[src/rtl/stk_pipe_wrbk.sv]
// stk_pkg: shared stack-pipeline field types.
// stk_pipe_wrbk: writeback stage of the stack pipeline.
//   - Registers the WRBK microcode beat (i_wrbk_uc_*).
//   - One cycle later it emits a head/tail table write (o_ht_wr_*) for every
//     beat whose status is OK, and an engine-release pulse (o_eng_done_*) on
//     the final beat of each command.
//   - Final beats push a response {engid, opcode, status, dat_vld, dat} into a
//     RSP_FIFO_N-deep FIFO that is drained through o_rsp_vld_r / i_rsp_rdy.
//   - o_rsp_full_r tells the issue stage to stop admitting commands early
//     enough to absorb SKID_N in-flight commands.
//   - o_err_ovf_r is a sticky flag set when a response had to be dropped.
package stk_pkg;
  typedef logic [3:0] engid_t;
  typedef logic [7:0] ptr_t;
  typedef enum logic [1:0] {
    OP_PUSH = 2'd0,
    OP_POP  = 2'd1,
    OP_PEEK = 2'd2,
    OP_CLR  = 2'd3
  } opcode_t;
  typedef enum logic [1:0] {
    STATUS_OK    = 2'd0,
    STATUS_EMPTY = 2'd1,
    STATUS_FULL  = 2'd2,
    STATUS_ERR   = 2'd3
  } status_t;
endpackage

module stk_pipe_wrbk
  import stk_pkg::*;
#(
  parameter int unsigned RSP_FIFO_N = 4,
  parameter int unsigned SKID_N     = 2
) (
  input  logic           clk,
  input  logic           arst_n,
  input  logic           i_wrbk_uc_vld_w,
  input  engid_t         i_wrbk_uc_engid_w,
  input  status_t        i_wrbk_uc_status_w,
  input  opcode_t        i_wrbk_uc_opcode_w,
  input  logic           i_wrbk_uc_islast_w,
  input  logic           i_wrbk_uc_head_vld_w,
  input  ptr_t           i_wrbk_uc_head_ptr_w,
  input  logic           i_wrbk_uc_tail_vld_w,
  input  ptr_t           i_wrbk_uc_tail_ptr_w,
  input  logic           i_wrbk_uc_dat_vld,
  input  logic [127:0]   i_wrbk_uc_dat_w,
  output logic           o_ht_wr_vld_r,
  output engid_t         o_ht_wr_engid_r,
  output logic           o_ht_wr_head_vld_r,
  output ptr_t           o_ht_wr_head_ptr_r,
  output logic           o_ht_wr_tail_vld_r,
  output ptr_t           o_ht_wr_tail_ptr_r,
  output logic           o_eng_done_vld_r,
  output engid_t         o_eng_done_engid_r,
  output logic           o_rsp_vld_r,
  input  logic           i_rsp_rdy,
  output engid_t         o_rsp_engid_r,
  output opcode_t        o_rsp_opcode_r,
  output status_t        o_rsp_status_r,
  output logic           o_rsp_dat_vld_r,
  output logic [127:0]   o_rsp_dat_r,
  output logic           o_rsp_full_r,
  output logic           o_err_ovf_r
);

  localparam int unsigned AW = $clog2(RSP_FIFO_N);

  typedef struct packed {
    engid_t       engid;
    opcode_t      opcode;
    status_t      status;
    logic         dat_vld;
    logic [127:0] dat;
  } rsp_t;

  // Stage valids (reset) and captured beat fields (enabled, not reset).
  logic ht_vld_d, ht_vld_q;
  logic done_vld_d, done_vld_q;
  logic head_vld_q, tail_vld_q;
  ptr_t head_ptr_q, tail_ptr_q;
  rsp_t entry_d, entry_q;

  // Response FIFO.
  rsp_t          mem_q [RSP_FIFO_N];
  logic [AW:0]   wr_ptr_d, wr_ptr_q;
  logic [AW:0]   rd_ptr_d, rd_ptr_q;
  logic [AW:0]   cnt_d;
  logic          empty, full, pop, push_ok;
  logic          rsp_full_d, rsp_full_q;
  logic          ovf_d, ovf_q;

  always_comb begin
    ht_vld_d       = i_wrbk_uc_vld_w && (i_wrbk_uc_status_w == STATUS_OK);
    done_vld_d     = i_wrbk_uc_vld_w && i_wrbk_uc_islast_w;
    entry_d.engid   = i_wrbk_uc_engid_w;
    entry_d.opcode  = i_wrbk_uc_opcode_w;
    entry_d.status  = i_wrbk_uc_status_w;
    entry_d.dat_vld = i_wrbk_uc_dat_vld;
    entry_d.dat     = i_wrbk_uc_dat_vld ? i_wrbk_uc_dat_w : '0;
  end

  always_comb begin
    empty = (wr_ptr_q == rd_ptr_q);
    full  = (wr_ptr_q[AW] != rd_ptr_q[AW]) &&
            (wr_ptr_q[AW-1:0] == rd_ptr_q[AW-1:0]);
    pop   = !empty && i_rsp_rdy;
    // When full, a same-cycle pop frees the slot being written (wr == rd index),
    // so the push is still accepted and order is preserved.
    push_ok    = done_vld_q && (!full || pop);
    ovf_d      = ovf_q || (done_vld_q && full && !pop);
    wr_ptr_d   = wr_ptr_q + (AW+1)'(push_ok);
    rd_ptr_d   = rd_ptr_q + (AW+1)'(pop);
    cnt_d      = wr_ptr_d - rd_ptr_d;
    rsp_full_d = (cnt_d >= (AW+1)'(RSP_FIFO_N - SKID_N));
  end

  always_ff @(posedge clk or negedge arst_n) begin
    if (!arst_n) begin
      ht_vld_q   <= 1'b0;
      done_vld_q <= 1'b0;
      wr_ptr_q   <= '0;
      rd_ptr_q   <= '0;
      rsp_full_q <= 1'b0;
      ovf_q      <= 1'b0;
    end else begin
      ht_vld_q   <= ht_vld_d;
      done_vld_q <= done_vld_d;
      wr_ptr_q   <= wr_ptr_d;
      rd_ptr_q   <= rd_ptr_d;
      rsp_full_q <= rsp_full_d;
      ovf_q      <= ovf_d;
    end
  end

  always_ff @(posedge clk) begin
    if (i_wrbk_uc_vld_w) begin
      entry_q    <= entry_d;
      head_vld_q <= i_wrbk_uc_head_vld_w;
      head_ptr_q <= i_wrbk_uc_head_ptr_w;
      tail_vld_q <= i_wrbk_uc_tail_vld_w;
      tail_ptr_q <= i_wrbk_uc_tail_ptr_w;
    end
  end

  always_ff @(posedge clk) begin
    if (push_ok) begin
      mem_q[wr_ptr_q[AW-1:0]] <= entry_q;
    end
  end

  assign o_ht_wr_vld_r      = ht_vld_q;
  assign o_ht_wr_engid_r    = entry_q.engid;
  assign o_ht_wr_head_vld_r = head_vld_q;
  assign o_ht_wr_head_ptr_r = head_ptr_q;
  assign o_ht_wr_tail_vld_r = tail_vld_q;
  assign o_ht_wr_tail_ptr_r = tail_ptr_q;
  assign o_eng_done_vld_r   = done_vld_q;
  assign o_eng_done_engid_r = entry_q.engid;

  assign o_rsp_vld_r     = !empty;
  assign o_rsp_engid_r   = mem_q[rd_ptr_q[AW-1:0]].engid;
  assign o_rsp_opcode_r  = mem_q[rd_ptr_q[AW-1:0]].opcode;
  assign o_rsp_status_r  = mem_q[rd_ptr_q[AW-1:0]].status;
  assign o_rsp_dat_vld_r = mem_q[rd_ptr_q[AW-1:0]].dat_vld;
  assign o_rsp_dat_r     = mem_q[rd_ptr_q[AW-1:0]].dat;
  assign o_rsp_full_r    = rsp_full_q;
  assign o_err_ovf_r     = ovf_q;

endmodule

[config.mk]
export PLATFORM = sky130hd
export DESIGN_NAME = stk_pipe_wrbk
export DESIGN_NICKNAME = d
export VERILOG_FILES = /design/src/rtl/stk_pipe_wrbk.sv
export SDC_FILE = /design/constraint.sdc
export NUM_CORES = 1
export LEC_CHECK = 0
export ABC_AREA = 1
export CORE_MARGIN = 3
export CORE_UTILIZATION = 28
export CTS_CLUSTER_DIAMETER = 120
export DETAILED_ROUTE_END_ITERATION = 12
export HOLD_SLACK_MARGIN = 0.05
export PLACE_DENSITY = 0.45
export SLEW_MARGIN = 20
export SYNTH_ARGS = -nofsm -noshare
export SYNTH_HDL_FRONTEND = slang
export SYNTH_SLANG_ARGS = --single-unit
[constraint.sdc]
create_clock -name clk -period 8.32 [get_ports clk]
set_clock_uncertainty 0.2 [all_clocks]
set_input_delay 2.08 -clock clk [delete_from_list [all_inputs] [get_ports clk]]
set_output_delay 2.08 -clock clk [all_outputs]
set_load 0.05 [all_outputs]
[Word-level counts from Yosys, hierarchy flattened]
Memories as Yosys holds them, arrays and structs flattened.
Cells that the tools add are included.
W data, S select, Z words.
Cells by class
  equal/unequal tests: 3
  reduce and logical (&&, ||, !) cells: 13
  mux-type cells: 2
  add/subtract/negate cells: 3
  order comparisons: 1
Operator list (count)
  $logic_and A1 B1 Y1: 7
  $add A3 B1 Y3: 2
  $eq A3 B3 Y1: 1
  $ge A3 B2 Y1 const B: 1
  $logic_not A1 Y1: 3
  $sub A3 B3 Y3: 1
  $eq A2 B2 Y1: 1
  $logic_not A2 Y1: 1
  $logic_or A1 B1 Y1: 2
  $mux W1: 2
  $ne A1 B1 Y1: 1
Word-level totals
  memory bits (writable): 548
  memories kept: 1
  bits of input ports: 160
  output and inout port bits: 168
  register bits: 165
  logic and storage cells: 38
Memory list
  mem_q: words 4, width 137, read ports 1, clocked after memory_dff 0, wr ports 1, line 85  | rsp_t mem_q [RSP_FIFO_N];

[Longest topological paths before layout]
Gate-level depths: netlist (run 1).
  word-level depth: 8
  depth in mapped cells: 18
  gate-level depth less buffers: 17

[Worst setup path before layout (run 1)]
No wires, ideal clock.
  path kind: in2reg
  start point: in i_rsp_rdy
  end point: mem mem_q[0][0] in the netlist's numbering (enable)
  arrival: 7981 ps
  data required time: 7484 ps
  slack: -496 ps
  stages on the path: 4
  buffers on the path: 0
  setup time: 636 ps
  path through: nor2_1 > nand2_1 > nand2_2 > nor2_1
On the way
  longest elaborated chain between the ends: 5
Ends and longest elaborated chain
  start, declared: line 57  | input logic i_rsp_rdy,
  $logic_and A1 B1 Y1: line 107  | pop = !empty && i_rsp_rdy;
  $logic_or A1 B1 Y1: line 110  | push_ok = done_vld_q && (!full || pop);
  $logic_and A1 B1 Y1: line 110
  $mux W1: line 147  | if (push_ok) begin
  $mux W1 (implied by the code): line 148  | mem_q[wr_ptr_q[AW-1:0]] <= entry_q;
  end, declared: line 85
No other way between the ends.

[Worst setup path in the final report (run 1)]
  start point: reg rd_ptr_q[0]
  end point: out o_rsp_dat_r[43]
On the way
  longest elaborated chain between the ends: 1
Ends and longest elaborated chain
  start, declared: line 87  | logic [AW:0] rd_ptr_d, rd_ptr_q;
  start signal, assigned: line 130  | rd_ptr_q <= rd_ptr_d;
  $mem_v2 Z4 W137
  end, declared: line 62  | output logic [127:0] o_rsp_dat_r,
No other way between the ends.

==> results of run 1 <==
sequential cells by signal, indices dropped and copies added, names as in the netlist:
| register | flops |
|---|---|
| mem_q | 548 |
| entry_q | 133 |
| o_ht_wr_head_ptr_r | 8 |
| o_ht_wr_tail_ptr_r | 8 |
| o_eng_done_engid_r | 4 |
| rd_ptr_q | 3 |
| wr_ptr_q | 3 |
| o_eng_done_vld_r | 1 |
| o_err_ovf_r | 1 |
| o_ht_wr_head_vld_r | 1 |
| o_ht_wr_tail_vld_r | 1 |
| o_ht_wr_vld_r | 1 |
| o_rsp_full_r | 1 |
layout by cell type, fill, tap and decap left out, drive strengths merged, types with 3 or more instances in the layout:
cell / instances
o21ai: 274
nor2: 280
nand3: 6
ha: 5
bufinv: 6
clkinvlp: 3
buf: 21
nand2: 157
clkbuf: 96
inv: 150
edfxtp: 703
clkinv: 36
o22ai: 137
clkdlybuf4s50: 325
dfrtp: 10
metal layers:
layer	track usage (%)	wire length, um
met4	4.420	1536
met1	17.50	29420
met3	2.892	3496
met2	22.90	33580
met5	0	0
cells in the mapped netlist (all sizes together):
cell type,count,area (sq um)
dfrtp,10,250.2
nor2,280,1051
clkbuf,54,202.7
nand3,6,30.03
edfxtp,703,21110
o21ai,274,1371
inv,145,546.8
ha,5,62.56
nor3b,1,7.510
buf,58,385.4
nand2,157,591.8
o22ai,137,1045
fa,1,20.02
nand3b,1,7.510
metrics by stage:
step                      setup TNS (ps)  instance area (sq um)  cells
after CTS                              0                  33740   3466
after floorplan                  -271910                  26680   1832
final                                  0                  33750   3466
after global placement                 0                  31210   3321
after detailed placement               0                  31210   3321
after global routing                   0                  33750   3466
report_power, final:
| part | internal [mW] | leakage (nW) | switching [mW] |
|---|---|---|---|
| logic | 1.49 | 4.02 | 3.72 |
| registers | 4.39 | 6.59 | 0.206 |
| clock network | 1.99 | 1.24 | 1.41 |
| total | 7.88 | 11.8 | 5.33 |
cell type report:
cell class,instances,area share (%)
inverter,145,1.643
tap,1254,4.649
timing repair buffer,347,10.37
clock inverter,50,1.283
multi-input combinational,862,12.51
clock buffer,95,6.225
sequential,713,63.32
cell families (layout without fill, tap and decap cells):
group / Yosys count / in the layout / share of synthesized area, %
AOI/OAI and AO/OA: 411 / 411 / 9.055
adders and majority gates: 6 / 6 / 0.3095
buffers and inverters: 257 / 637 / 4.253
DFF: 713 / 713 / 80.06
and+or+nand+nor: 445 / 445 / 6.326
critical path: stages (launching register included):
cell and delay, ps:
dfrtp_4 790, inv_8 760, buf_12 460, nor2_1 80, o22ai_1 400, clkdlybuf4s50_1 900
path summary, 6_finish.rpt:
| path | from | end | slack (ps) | depth (start not counted) |
|---|---|---|---|---|
| worst max-delay path | rd_ptr_q[0] | o_rsp_dat_r[43] | 1820 | 5 |
| worst min-delay path | o_err_ovf_r | o_err_ovf_r | 280 | 2 |
| worst max register to register | rd_ptr_q[0] | mem_q[0][12] | 3590 | 9 |
| worst min register to register | o_err_ovf_r | o_err_ovf_r | 280 | 2 |
| max in group asynchronous | arst_n | rd_ptr_q[1] | 5960 | 1 |
| min in group asynchronous | arst_n | rd_ptr_q[2] | 1590 | 1 |
==> results.md, run 1 <==
* Sequential cell area at between 0.02 and 0.025 sq mm
* Die width at about 310 um
* # setup viols final at 0
* Area Overhead vs Synth at 26.48%
* I/O Buffers at ~330
* Worst hold slack at 278.4 ps
* Die height at 314.7 um
* Fmax at between 150 and 200 MHz
* Residual overflow from global routing at 0
* Slew Viols, Final at 0
* Longest Clk Path Bufs at 3
* Resize count post-CTS at 0
* Routed wire per std cell at between 15 and 20 um
* CORE AREA at about 0.094 sq mm
* Status: finished clean
* Warnings from Yosys at 0
* Seq/Total Area, Yosys at around 80%
* Drt total wl at between 60 and 70 mm
* Clock sinks at around 700
* Post-route ant nets at 0
* Final count of hold timing violations at 0
* Post-CTS Setup Inserts at 0
* HP Class: reg2reg
* Starting Density at approximately 28%
* Max-slew headroom at 31.63%
* Initial antenna violation count at 1
* Number of distinct library cells after synthesis at 22
* Vias per cell at approximately 4.5
* N_diodes at 0
* Mean post-synth cell area at about 15 sq um
* Flops & latches, synth at approximately 700
* Clock transition at the registers of the reported paths at roughly 50 ps
* First-pass GRT wire length at 101.0 mm
* Tot Pwr at about 13 mW
* Final min period at roughly 6500 ps
* Kind of critical path: reg2out
* Layout Nets at between 2k and 2.5k
* Maximum VDD drop at 0.2563 mV
* P_leak at ~12 nW
* Io pins at roughly 330
* Core Util, Final at between 30% and 40%
* Num rows at 112
* DP HPWL at approximately 37 mm
* CP Launch Type: flop
* Die ar. at 0.09903 sq mm
* Worst Path Required at ~6000 ps
* CTS tree: yes
* Drc violations at 0
* Clock latency on the worst-skew pair at ~640 ps
* Largest net degree at the start of global routing at approximately 140
* Vias in the first global route at 16.09k
* Pwr Density at around 390 mW/mm^2
* Unrepaired setup endpoints after global routing: no
* Total GRT Usage at between 10 and 15%
* Max Cap Viol at 0
* CTS Root Buffer Type: clkbuf_16
* Pre-CTS setup slack at ~2500 ps
* Drt initial violations at roughly 1.1k
* Syn nets at between 1.5k and 2k
* WP data arrival at 4220 ps
* RePlAce Congestion at a little under 0.7
* H-tree depth at 3
* Via count at approximately 15k
* Share of layout cells above drive strength 1 at 8.002%
* Multi-input logic area at approximately 0.0042 sq mm
* Total CTS buffers at just over 80
* Final period utilization at about four fifths
* Synth Cell Area at about 0.027 sq mm
* First drt pass iteration count at 7
* Fill cells at between 9k and 10k
* CP max FO at 136
* Least-Margin Pin Slew at 1026 ps
* Gate Count Post-Synth at between 1.5k and 2k
* Cts hold-fix bufs at 0
* Worst setup margin at 1823 ps
* Critical path capture point type: primary output
No activity file was read; power rests on OpenSTA's default activity.
==> run 2: changes to the inputs <==
PLACE_DENSITY = 0.46   (was 0.45)
clock period = 5.6 ns   (was 8.32 ns; I/O delays follow)
==> run 2 against run 1 <==
  * Final area grew 0.79%
  * Combinational power up 50%
  * Hold slack better by 6.9 ps
  * Critical path depth decreased by 1
  * Critical endpoint is now o_rsp_dat_r[31]
  * Largest power group unchanged
  * Via count is essentially flat
  * Register-to-register slack worse by 1700 ps
  * Die area did not move
  * Routed wire length is 1.6% lower
==> results.md, run 2 (synthesis results as in run 1) <==
* Tot Pwr at around 20 mW
* Die ar. at slightly below 0.1 sq mm
* Final min period at about 5200 ps
* Starting Density at 28.42%
* Largest net degree at the start of global routing at slightly below 100
* Max Cap Viol at 0
* Pwr Density at 583.1 mW/mm^2
* Worst Path Required at around 4000 ps
* Kind of critical path: reg2out
* Maximum VDD drop at between 0.3 and 0.4 mV
* Fraction of power spent switching nets at about two fifths
* P_leak at about 12 nW
* Die width at approximately 310 um
* Slowest CP cell: clkdlybuf4s50_1
* Final period utilization at a little over 90%
* Met1 WL at between 20 and 30 mm
* Total GRT Usage at 13.27%
* Met3 wire len at 3.065 mm
* Most frequent cells in the layout: edfxtp_1, clkdlybuf4s50_1, nor2_1
* Via count at 15.49k
* Final count of hold timing violations at 0
* Unrepaired setup endpoints after global routing: no
* DP HPWL at between 30 and 40 mm
* Flop pwr share at around a third
* Clock latency on the worst-skew pair at between 600 and 700 ps
* CORE AREA at approximately 0.094 sq mm
* Critical Path End: o_rsp_dat_r[31]
* Clock sinks at between 700 and 800
* Reg2reg end: o_rsp_full_r
* Longest Clk Path Bufs at 3
* Worst setup margin at roughly 370 ps
* DP Cell Count at between 3k and 4k
* I/O Buffers at between 300 and 400
* Met2 Wirelength at between 30 and 40 mm
* Worst setup startpoint: rd_ptr_q[1]
* Area Overhead vs Synth at 27.47%
* Total CTS buffers at roughly 80
* Worst hold slack at roughly 290 ps
* Vias per cell at 4.460
* R2R cell count at 16
* N_diodes at 0
* # setup viols final at 0
* RePlAce Congestion at ~0.71
* Pre-CTS setup slack at around 1000 ps
* Vias in the first global route at 16.09k
* Layout Nets at 2,323
* Post-route insts no fill at 3,473
* Num rows at approximately 110
* Setup tns final at 0 ps
* CP max FO at 61
* HP Class: reg2reg
* Die height at 314.7 um
* Resize count post-CTS at 0
* First-pass GRT wire length at between 90 and 100 mm
* RR Startpoint: rd_ptr_q[0]
* P_int at about 12 mW
* CP Launch Type: flop
* Stages on the worst setup path at 4
* Uppermost layer routed: met5
* Clock transition at the registers of the reported paths at roughly 60 ps
* Least-Margin Pin Slew at 897.9 ps
* Io pins at roughly 330
* Critical path capture point type: primary output
* CTS tree: yes
* CP Cell Sequence: buf_4, o21ai_0, o22ai_1, clkdlybuf4s50_1
* CTS Root Buffer Type: clkbuf_16
* Max-slew headroom at between 40% and 50%
* Delay-heaviest family, CP: buffers and inverters
* Buf/Inv on CP at 2
* Residual overflow from global routing at 0
* Switching power at between 7 and 8 mW
* WP data arrival at around 3600 ps
* Clock power share at between 20% and 30%
* Worst stage delay on the critical path at between 800 and 900 ps
* Most common cell after layout, fill and taps aside: edfxtp_1
* Post-CTS Setup Inserts at 0
* Initial antenna violation count at 1
* Drt initial violations at roughly 1k
* Routed wire per std cell at ~19 um
* Share of layout cells above drive strength 1 at approximately 8.5%
* Logic gate share of total power at 39.5%
* Fmax at about 190 MHz
* H-tree depth at 3
* Status: finished clean
* Cts hold-fix bufs at 0
* Post-route ant nets at 0
* Drc violations at 0
* Drt total wl at ~67 mm
* First drt pass iteration count at 5
* Slew Viols, Final at 0
* R2R Setup Slk at about 1900 ps
* Max reg flops at about 550
run 2: cell types whose count changed in the layout (fill, tap and decap cells not counted), moves of 2 or more:
cell             change
buf_12              +11
buf_4                -3
clkbuf_16            +5
clkdlybuf4s50_1      -2
clkinv_1             -3
clkinv_2             +4
clkinvlp_4           -2
inv_6                -2
run 2: worst min path at each step:
stage,from,end,slack [ps],cells past startpoint
after CTS,entry_q[44],mem_q[1][44],290,0
after global placement,entry_q[127],mem_q[1][127],260,0
after global routing,entry_q[122],mem_q[2][122],310,0
final,entry_q[85],mem_q[0][85],290,0
after floorplan,entry_q[0],mem_q[0][0],260,0
after detailed placement,entry_q[128],mem_q[3][128],280,0
run 2: worst register-to-register path, stage by stage (launching register included):
cell      delay [ps]
dfrtp_4          740
inv_8            290
buf_12           350
nand2_1          190
nand2_1           50
nor2_1           160
nand2_1           90
nand2_2          210
inv_2             50
ha_1             180
ha_1             310
fa_1             470
inv_1             90
nand3_1           80
nand3b_1          80
nand2_1           60
nand2_1           60
run 2: area by class of cell:
type	count	area (sq um)
fillers	8962	59880
inverters	145	554.3
multi-input cells	862	4217
repair buffers	353	3675
well taps	1254	1569
clock buffers	100	2226
clock inverters	46	402.9
flip-flops and latches	713	21370
run 2: per-layer routing:
layer  up-vias  global-route usage, %
met4         2                  4.017
met1      7796                  16.79
met2       315                  22.76
met3        92                  2.879
li1       7286                      -
met5         -                      0
run 2: power by group through the flow:
stage | Sequential [mW] | Clock (mW) | Combinational [mW]
floorplan | 6.86 | 0 | 5.16
global placement | 6.89 | 0 | 7.98
detailed placement | 6.92 | 0 | 7.98
CTS | 6.81 | 5.38 | 8.01
global route | 6.86 | 5.58 | 8.35
finish | 6.80 | 5.20 | 7.84
run 2: stage by stage:
stage	utilization, %	cell area [sq um]
finish	36.22	34010
global route	36.22	34010
CTS	36.22	34010
detailed placement	33.42	31380
global placement	33.42	31380
floorplan	-	26690
==> run 3: changes to the inputs <==
ABC_CLOCK_PERIOD_IN_PS = 5600   (was default)
CTS_CLUSTER_DIAMETER = 60   (was 120)
==> run 3 against run 2 <==
  * Critical path depth is the same
  * Total power grew 2.0%
  * Fmax is essentially flat
  * Sequential share of layout area shrank 0.45 points
  * Highest routed layer unchanged
==> results.md, run 3 (synthesis results as in run 1) <==
* Slew Viols, Final at 0
* Maximum VDD drop at around 0.37 mV
* Die ar. at ~0.1 sq mm
* CTS tree: yes
* Share of layout cells above drive strength 1 at under 10%
* Die width at 314.7 um
* Drc violations at 0
* HP Class: reg2reg
* Kind of critical path: reg2out
* Routed wire per std cell at about 19 um
* Resize count post-CTS at 0
* Sequential cell area at around 0.021 sq mm
* Clock sinks at a little over 700
* I/O Buffers at between 300 and 400
* Least-Margin Pin Slew at 893.8 ps
* Drt total wl at between 60 and 70 mm
* Worst setup margin at ~370 ps
* Via count at 15.57k
* Unrepaired setup endpoints after global routing: no
* Fmax at between 150 and 200 MHz
* First-pass GRT wire length at between 90 and 100 mm
* RePlAce Congestion at roughly 0.7
* Clock transition at the registers of the reported paths at ~60 ps
* Final period utilization at ~93%
* Io pins at between 300 and 400
* WP data arrival at approximately 3600 ps
* Pre-CTS setup slack at around 1000 ps
* Starting Density at between 20% and 30%
* DP HPWL at about 37 mm
* Fill cells at around 8.9k
* Most frequent cells in the layout: edfxtp_1, clkdlybuf4s50_1, nor2_1
* Area Overhead vs Synth at 28.38%
* Final count of hold timing violations at 0
* Longest Clk Path Bufs at 3
* DP Cell Count at about 3.3k
* Total CTS buffers at 87
* First drt pass iteration count at 5
* Switching power at 7.984 mW
* Largest net degree at the start of global routing at 97
* Final min period at 5228 ps
* Initial antenna violation count at 1
* P_leak at between 10 and 15 nW
* Critical path capture point type: primary output
* Fraction of power spent switching nets at between 30% and 40%
* Post-CTS Setup Inserts at 0
* Core Util, Final at between 30% and 40%
* Clock power share at ~28%
* Die height at ~310 um
* Residual overflow from global routing at 0
* Cts hold-fix bufs at 0
* Total GRT Usage at about an eighth
* CP Launch Type: flop
* Num rows at between 100 and 150
* Max Cap Viol at 0
* Tot Pwr at between 20 and 25 mW
* Setup tns final at 0 ps
* Flop pwr share at 33.6%
* # setup viols final at 0
* Status: finished clean
* N_diodes at 0
* Layout Nets at ~2.3k
* Multi-input logic area at approximately 0.0042 sq mm
* Worst Path Required at around 4000 ps
* Post-route insts no fill at around 3.5k
* Max reg flops at roughly 550
* Clock latency on the worst-skew pair at 630 ps
* P_int at ~12 mW
* Worst hold slack at 288.9 ps
* Vias per cell at ~4.5
* Max-slew headroom at between 40% and 50%
* Post-route cell area at between 0.03 and 0.04 sq mm
* Most common cell after layout, fill and taps aside: edfxtp_1
* CP max FO at 61
* Vias in the first global route at about 16k
* H-tree depth at 3
* Post-route ant nets at 0
* Logic gate share of total power at approximately 39%
* Drt initial violations at between 1k and 1.5k
* Pwr Density at roughly 590 mW/mm^2
* CORE AREA at about 0.094 sq mm
* CTS Root Buffer Type: clkbuf_16
* Placed Area at 0.03138 sq mm
==> run 3: changes by cell type in the layout (fill, tap and decap cells not counted) <==
cell        change
clkinv_1        -3
clkbuf_8        +1
inv_6           +7
clkinv_4        -1
clkbuf_16       +2
clkinv_2        -7
inv_8           +2
bufinv_16       +4
clkinvlp_4      +4
==> run 3: power groups by stage <==
| stage | clock (mW) | sequential (mW) | combinational [mW] |
|---|---|---|---|
| 3_5_place_dp | 0 | 6.92 | 7.98 |
| 5_1_grt | 6.01 | 6.86 | 8.35 |
| 6_report | 5.60 | 6.80 | 7.83 |
| 2_1_floorplan | 0 | 6.86 | 5.16 |
| 4_1_cts | 5.79 | 6.81 | 8.01 |
| 3_3_place_gp | 0 | 6.89 | 7.98 |
==> run 3: area by class of cell <==
type | instances | share of cell area (%)
sequential | 713 | 62.38
multi-input combinational | 862 | 12.31
timing repair buffer | 353 | 10.73
clock buffer | 103 | 6.684
tap | 1254 | 4.580
clock inverter | 52 | 1.699
inverter | 145 | 1.618
==> run 3: final timing paths <==
check,start,endpoint,slack (ps),cells after the start
min,entry_q[5],mem_q[1][5],290,0
max in group asynchronous,arst_n,rd_ptr_q[0],3850,1
min in group asynchronous,arst_n,o_ht_wr_vld_r,930,1
min reg2reg,entry_q[5],mem_q[1][5],290,0
max reg2reg,rd_ptr_q[0],o_rsp_full_r,1880,16
max,rd_ptr_q[1],o_rsp_dat_r[31],370,4
==> run 3: critical path, stage by stage, from the launching register on <==
cell             delay (ps)
dfrtp_4                 730
buf_4                   700
o21ai_0                 220
o22ai_1                 330
clkdlybuf4s50_1         880
==> run 3: routing by layer <==
layer	up-vias	part of all wire (%)	GRT usage [%]
met5	-	0.019	0
met4	2	2.3	4.081
met3	103	5.0	3.333
met2	329	50	22.71
met1	7831	43	16.70
li1	7300	-	-
